File: config.mk
export PLATFORM = sky130hd
export DESIGN_NAME = sha256_blk_ctrl
export DESIGN_NICKNAME = d
export VERILOG_FILES = /design/src/rtl/sha256_pkg.sv /design/src/rtl/sha256_pad_unit.sv /design/src/rtl/sha256_blk_ctrl.sv
export SDC_FILE = /design/constraint.sdc
export NUM_CORES = 2
export LEC_CHECK = 0
export CORE_AREA = 2 2 516 518
export CTS_BUF_LIST = sky130_fd_sc_hd__clkbuf_4
export DETAILED_ROUTE_END_ITERATION = 10
export DIE_AREA = 0 0 518 520
export PLACE_DENSITY = 0.53
export SYNTH_ARGS = -nofsm -noshare
export SYNTH_HDL_FRONTEND = slang
export SYNTH_HIERARCHICAL = 1
export SYNTH_SLANG_ARGS = --single-unit
File: constraint.sdc
create_clock -name clk -period 10.55 [get_ports clk]
set_input_delay 3.165 -clock clk [delete_from_list [all_inputs] [get_ports clk]]
set_output_delay 3.165 -clock clk [all_outputs]
set_load 0.1 [all_outputs]
File: src/rtl/sha256_pkg.sv
// Shared constants and types for the SHA-256 block sequencer.
package sha256_pkg;

  localparam int unsigned BLK_W = 512;
  localparam int unsigned DIG_W = 256;

  localparam logic [DIG_W-1:0] SHA256_IV = {
    32'h6a09e667, 32'hbb67ae85, 32'h3c6ef372, 32'ha54ff53a,
    32'h510e527f, 32'h9b05688c, 32'h1f83d9ab, 32'h5be0cd19
  };

  typedef enum logic [2:0] {
    StIdle,
    StLoad,
    StPad,
    StIssue,
    StWait,
    StDone
  } state_e;

endpackage

File: src/rtl/sha256_pad_unit.sv
// Combinational builder of one padded 512-bit block from the word buffer.
// Byte p of the message stream maps to block blk, word j, byte k with p = 64*blk + 4*j + k.
module sha256_pad_unit
  import sha256_pkg::*;
#(
  parameter int unsigned LEN_W = 16
) (
  input  logic [BLK_W-1:0] msg_buf,
  input  logic [LEN_W:0]   blk,
  input  logic [LEN_W-1:0] len,
  input  logic             last_blk,
  output logic [BLK_W-1:0] block
);

  localparam int unsigned PW = LEN_W + 8;

  logic [63:0]   len_bits;
  logic [PW-1:0] blk_base;
  logic [PW-1:0] len_ext;
  logic [PW-1:0] pos;

  always_comb begin
    len_bits = 64'(len) << 3;
    blk_base = PW'(blk) << 6;
    len_ext  = PW'(len);
    pos      = '0;
    block    = '0;
    for (int j = 0; j < 16; j++) begin
      for (int k = 0; k < 4; k++) begin
        pos = blk_base + PW'(4 * j + k);
        if (pos < len_ext) begin
          block[BLK_W-1-32*j-8*k -: 8] = msg_buf[BLK_W-1-32*j-8*k -: 8];
        end else if (pos == len_ext) begin
          block[BLK_W-1-32*j-8*k -: 8] = 8'h80;
        end else if (last_blk && j >= 14) begin
          block[BLK_W-1-32*j-8*k -: 8] = len_bits[63-8*(4*(j-14)+k) -: 8];
        end
      end
    end
  end

endmodule

File: src/rtl/sha256_blk_ctrl.sv
// SHA-256 message sequencer: buffers words, pads, issues blocks and chains the hash.
// Optional core timeout enabled by defining SHA256_BLK_CTRL_TIMEOUT_EN.
module sha256_blk_ctrl
  import sha256_pkg::*;
#(
  parameter int unsigned LEN_W       = 16,
  parameter int unsigned TIMEOUT_CYC = 96
) (
  input  logic             clk,
  input  logic             rst_n,
  input  logic             msg_start,
  input  logic [LEN_W-1:0] msg_len,
  input  logic [31:0]      in_data,
  input  logic             in_valid,
  output logic             in_ready,
  output logic [BLK_W-1:0] core_m_in,
  output logic [DIG_W-1:0] core_h_in,
  output logic             core_start,
  input  logic [DIG_W-1:0] core_h_out,
  input  logic             core_done,
  output logic [DIG_W-1:0] digest,
  output logic             digest_valid,
  output logic             busy,
  output logic             err
);

  if (TIMEOUT_CYC < 2) begin : g_bad_timeout
    $error("TIMEOUT_CYC must be at least 2");
  end

  state_e state_q, state_d;

  logic [LEN_W-1:0] len_q;
  logic [LEN_W:0]   blk_q;
  logic [4:0]       wcnt_q;
  logic [LEN_W-1:0] gw_q;
  logic [31:0]      buf_q [16];
  logic [DIG_W-1:0] h_q;
  logic [BLK_W-1:0] m_q;
  logic [DIG_W-1:0] hin_q;
  logic [DIG_W-1:0] digest_q;

  logic [LEN_W:0]   len_ext;
  logic [LEN_W:0]   nblk;
  logic [LEN_W-1:0] nw;
  logic             last_blk;
  logic             hs;
  logic             load_end;
  logic             tmo_hit;
  logic [BLK_W-1:0] msg_flat;
  logic [BLK_W-1:0] padded;

  assign len_ext  = {1'b0, len_q};
  // 8 length bytes plus the 0x80 marker decide whether an extra block is needed
  assign nblk     = ((len_ext + (LEN_W+1)'(8)) >> 6) + (LEN_W+1)'(1);
  assign nw       = LEN_W'((len_ext + (LEN_W+1)'(3)) >> 2);
  assign last_blk = (blk_q == nblk - (LEN_W+1)'(1));
  assign hs       = in_valid && in_ready;
  // Leave LOAD in the same cycle the final word of the block is taken
  assign load_end = (wcnt_q == 5'd16) || (gw_q == nw) ||
                    (hs && ((wcnt_q == 5'd15) || (gw_q + LEN_W'(1) == nw)));

  always_comb begin
    msg_flat = '0;
    for (int i = 0; i < 16; i++) begin
      msg_flat[BLK_W-1-32*i -: 32] = buf_q[i];
    end
  end

  sha256_pad_unit #(
    .LEN_W (LEN_W)
  ) u_pad (
    .msg_buf  (msg_flat),
    .blk      (blk_q),
    .len      (len_q),
    .last_blk (last_blk),
    .block    (padded)
  );

  always_ff @(posedge clk or negedge rst_n) begin
    if (!rst_n) begin
      state_q <= StIdle;
    end else begin
      state_q <= state_d;
    end
  end

  always_comb begin
    state_d = state_q;
    case (state_q)
      StIdle:  if (msg_start) state_d = StLoad;
      StLoad:  if (load_end) state_d = StPad;
      StPad:   state_d = StIssue;
      StIssue: state_d = StWait;
      StWait: begin
        if (core_done) begin
          state_d = last_blk ? StDone : StLoad;
        end else if (tmo_hit) begin
          state_d = StIdle;
        end
      end
      StDone:  state_d = StIdle;
      default: state_d = StIdle;
    endcase
  end

  always_comb begin
    in_ready     = (state_q == StLoad) && (gw_q < nw) && (wcnt_q < 5'd16);
    core_start   = (state_q == StIssue);
    digest_valid = (state_q == StDone);
    busy         = (state_q != StIdle);
  end

  always_ff @(posedge clk or negedge rst_n) begin
    if (!rst_n) begin
      len_q    <= '0;
      blk_q    <= '0;
      wcnt_q   <= '0;
      gw_q     <= '0;
      h_q      <= SHA256_IV;
      m_q      <= '0;
      hin_q    <= SHA256_IV;
      digest_q <= '0;
      for (int i = 0; i < 16; i++) begin
        buf_q[i] <= '0;
      end
    end else begin
      case (state_q)
        StIdle: begin
          if (msg_start) begin
            len_q  <= msg_len;
            h_q    <= SHA256_IV;
            blk_q  <= '0;
            wcnt_q <= '0;
            gw_q   <= '0;
          end
        end
        StLoad: begin
          if (hs) begin
            buf_q[wcnt_q[3:0]] <= in_data;
            wcnt_q             <= wcnt_q + 5'd1;
            gw_q               <= gw_q + LEN_W'(1);
          end
        end
        StPad: begin
          m_q   <= padded;
          hin_q <= h_q;
        end
        StWait: begin
          if (core_done) begin
            h_q    <= core_h_out;
            blk_q  <= blk_q + (LEN_W+1)'(1);
            wcnt_q <= '0;
            // Load the digest now so it is already valid during the DONE pulse
            if (last_blk) digest_q <= core_h_out;
          end
        end
        default: ;
      endcase
    end
  end

  assign core_m_in = m_q;
  assign core_h_in = hin_q;
  assign digest    = digest_q;

`ifdef SHA256_BLK_CTRL_TIMEOUT_EN
  localparam int unsigned TMO_W = $clog2(TIMEOUT_CYC + 1);

  logic [TMO_W-1:0] tmo_q;
  logic             err_q;

  // tmo_q counts cycles since core_start; TIMEOUT_CYC-1 in WAIT means err shows at +TIMEOUT_CYC
  assign tmo_hit = (state_q == StWait) && !core_done && (tmo_q == TMO_W'(TIMEOUT_CYC - 1));

  always_ff @(posedge clk or negedge rst_n) begin
    if (!rst_n) begin
      tmo_q <= '0;
      err_q <= 1'b0;
    end else begin
      if (state_q == StIssue) begin
        tmo_q <= TMO_W'(1);
      end else if (state_q == StWait) begin
        tmo_q <= tmo_q + TMO_W'(1);
      end
      if (tmo_hit) err_q <= 1'b1;
    end
  end

  assign err = err_q;
`else
  assign tmo_hit = 1'b0;
  assign err     = 1'b0;
`endif

endmodule
==> impl_metrics.py <==
metrics = {
    "synth": {
        "syn_inst": 5729,
        "synth_top_area_share_pct": 51.19,
        "synth_area_per_cell_sq_um": 13.46,
        "ys_seq_area_share_pct": 60.46,
        "syn_area_sq_mm": 0.07709,
        "synth_flop_cell": "dfrtp_1",
        "synth_cell_types": 93,
        "synthTopCellsByCount": "1577 x dfrtp_1, 1264 x mux2_2, 420 x and2_1",
        "synth-edff-count": 0,
        "synth_seq_cells": 1849,
        "ys_warn_count": 6,
        "synth_most_common_cell": "dfrtp_1",
        "syn-num-nets": 6071,
        "synth.area.top_cells": "dfrtp_1 51%, mux2_2 18%, dfstp_2 9.3%",
        "synthArstFlopShare_pct": 100.0,
        "yosysTopAreaCell": "dfrtp_1",
    },
    "place": {
        "place_congestion": 0.8800,
        "port_buffers": 1336,
        "dpl.hpwl_microns": 219800,
        "dpl_worst_slack_ps": 3175,
    },
    "die": {
        "die-area_sq_mm": 0.2694,
        "fp-row-count": 189,
        "boundaryPins": 1338,
        "die_w_microns": 518,
        "die_y_microns": 520,
        "initial_utilization_pct": 29.21,
        "design.core.area_sq_mm": 0.2639,
    },
    "clocking": {
        "cts_buffers": 537,
        "htree_levels": 6,
        "cts-root-buf": "clkbuf_4",
        "post-cts-setup-buffers": 0,
        "clk_pin_slew_worst_paths_ps": 60,
        "cts_hold_buf": 0,
        "cts.sinks": 1849,
        "clk-insertion-delay-late_ps": 1490,
        "cts_max_path_buffers": 4,
        "cts_tree": "yes",
        "cts_resized": 0,
    },
    "finish": {
        "multiInputGateArea_sq_mm": 0.02869,
        "drive_gt1_share_pct": 35.46,
        "n_fill_cell": 25820,
        "fin_nets": 7682,
        "areaGrowthSynthToFinish_pct": 30.78,
        "regArea_sq_mm": 0.04661,
    },
    "power": {
        "fin_total_pwr_uw": 33320,
        "peakVddDrop_mv": 0.2943,
        "power_leakage_uw": 0.04748,
        "powerDensity_mw_per_mm2": 330.5,
    },
    "global_routing": {
        "grt_pass1_vias": 56200,
        "grt_overflow_total": 0,
        "antenna_found_initial": 76,
        "grt_max_degree": 180,
        "grt_pass1_wl_microns": 430000,
        "grtUsageTotal_pct": 22.22,
    },
    "timing": {
        "max_freq_mhz": 115.2,
        "setup_tns_ps": 0,
        "finalWorstSetupSlack_ps": 1871,
        "worst_pin_slew_ps": 1287,
        "fin_skew_ps": 155.0,
        "drv_slew": 0,
        "slew_headroom_pct": 14.23,
        "final-setup-viol-count": 0,
        "min_period_over_period_pct": 82.26,
        "finalCriticalPeriod_ps": 8679,
        "hold_violations": 0,
        "rsz0062_at_grt": "no",
    },
    "setup_path": {
        "worst_setup_path_end_kind": "output port",
        "rrSetupSlack_ps": 5030,
        "startpoint_type": "register",
        "cp.arrival_ps": 5510,
        "crit_fanout": 39,
        "critPathRequiredTime_ps": 7390,
        "path_class": "register to output port",
    },
    "route": {
        "via_per_inst": 4.729,
        "ant_nets": 0,
        "vias": 53430,
        "remaining_drc_errors": 0,
        "dr.pass1.iters": 6,
        "initialDrtViolationCount": 2797,
        "wl_microns": 305700,
        "post_drt_wl_per_cell_microns": 27.06,
    },
    "run_status": {
        "status": "complete, no violations",
    },
    "job": {
        "maxCapViolCount": 0,
    },
    "worst_hold_path": {
        "min_path_type": "register to register",
    },
}
==> area by class of cell <==
class / instances / share of cell area, %
Multi-Input combinational cell: 3497 / 28.46
Antenna cell: 33 / 0.08191
Inverter: 31 / 0.1154
Tap cell: 3533 / 4.384
Sequential cell: 1849 / 46.23
Timing Repair Buffer: 1424 / 13.78
Clock inverter: 120 / 0.9047
Clock buffer: 811 / 6.039
==> kinds of logic (layout without fill, tap and decap cells) <==
group | after synthesis | after routing | synth area share [%]
other | 1 | 34 | 0.004864
adder cells (fa/ha/maj) | 33 | 33 | 0.5356
flip-flops | 1849 | 1849 | 60.46
multiplexers | 1548 | 1548 | 22.76
XOR/XNOR | 63 | 63 | 0.7514
buffers and inverters | 383 | 2386 | 2.496
AO/OA/AOI/OAI | 253 | 253 | 2.509
AND/OR/NAND/NOR | 1599 | 1599 | 10.49
==> routing by layer <==
layer	track usage (%)	vias to the layer above	share of wire (%)	wire length [microns]
met4	9.578	46	4.5	13610
met1	25.12	27370	38	116200
met5	0	-	0.10	311
li1	-	23480	-	-
met3	8.137	588	8.6	26240
met2	37.58	1949	49	149400
==> worst max-delay path, stage by stage (launching register included) <==
cell	delay (ps)
dfrtp_2	840
nand4_2	490
or4_1	680
and2_1	190
ha_1	180
a21o_1	160
a21o_1	170
a21oi_1	280
o21ai_0	160
nor3_2	530
buf_4	410
==> state kept, by name (all words and copies together) (netlist names) <==
register / flops
blk_q: 17
buf_q: 512
core_h_in: 256
core_m_in: 512
digest: 256
gw_q: 16
h_q: 256
len_q: 16
state_q: 3
wcnt_q: 5
==> path summary, 6_finish.rpt <==
path	from	endpoint	depth (start not counted)
worst min register to register	h_q[163]	core_h_in[163]	1
max in group asynchronous	rst_n	buf_q[251]	3
min in group asynchronous	rst_n	core_m_in[497]	1
worst max register to register	len_q[3]	buf_q[374]	12
worst max-delay path	len_q[3]	in_ready	10
worst min-delay path	h_q[163]	core_h_in[163]	1
==> stage by stage <==
| stage | hold WS, ps | util (%) | instance area, sq um | std cells |
|---|---|---|---|---|
| after global placement | 466.1 | 35.52 | 93730 | 10330 |
| after global routing | 493.9 | 38.19 | 100800 | 11280 |
| after floorplan | 455.6 | - | 77090 | 5729 |
| after CTS | 457.5 | 38.17 | 100700 | 11270 |
| final | 472.0 | 38.20 | 100800 | 11300 |
| after detailed placement | 473.0 | 35.52 | 93740 | 10330 |
==> power by group <==
part,leakage [uW],switching [uW],internal [uW]
registers,0.0244,1240,9180
clock network,0.00416,3280,3770
logic,0.0189,11800,4050
==> cell usage in the layout, fill, tap and decap left out, types with 32 or more instances in the layout <==
cell,count
diode_2,33
nor3_1,155
mux2_2,1264
a21oi_1,41
ha_1,33
clkdlybuf4s50_1,1216
mux2_1,246
nand2_1,378
clkinv_1,58
clkbuf_4,811
nor2_1,334
mux2_4,32
dfstp_2,272
dfrtp_1,1576
buf_4,187
xnor2_1,42
nand3_1,156
o21ai_0,39
and2_1,420
(Power assumes the default switching activity.)
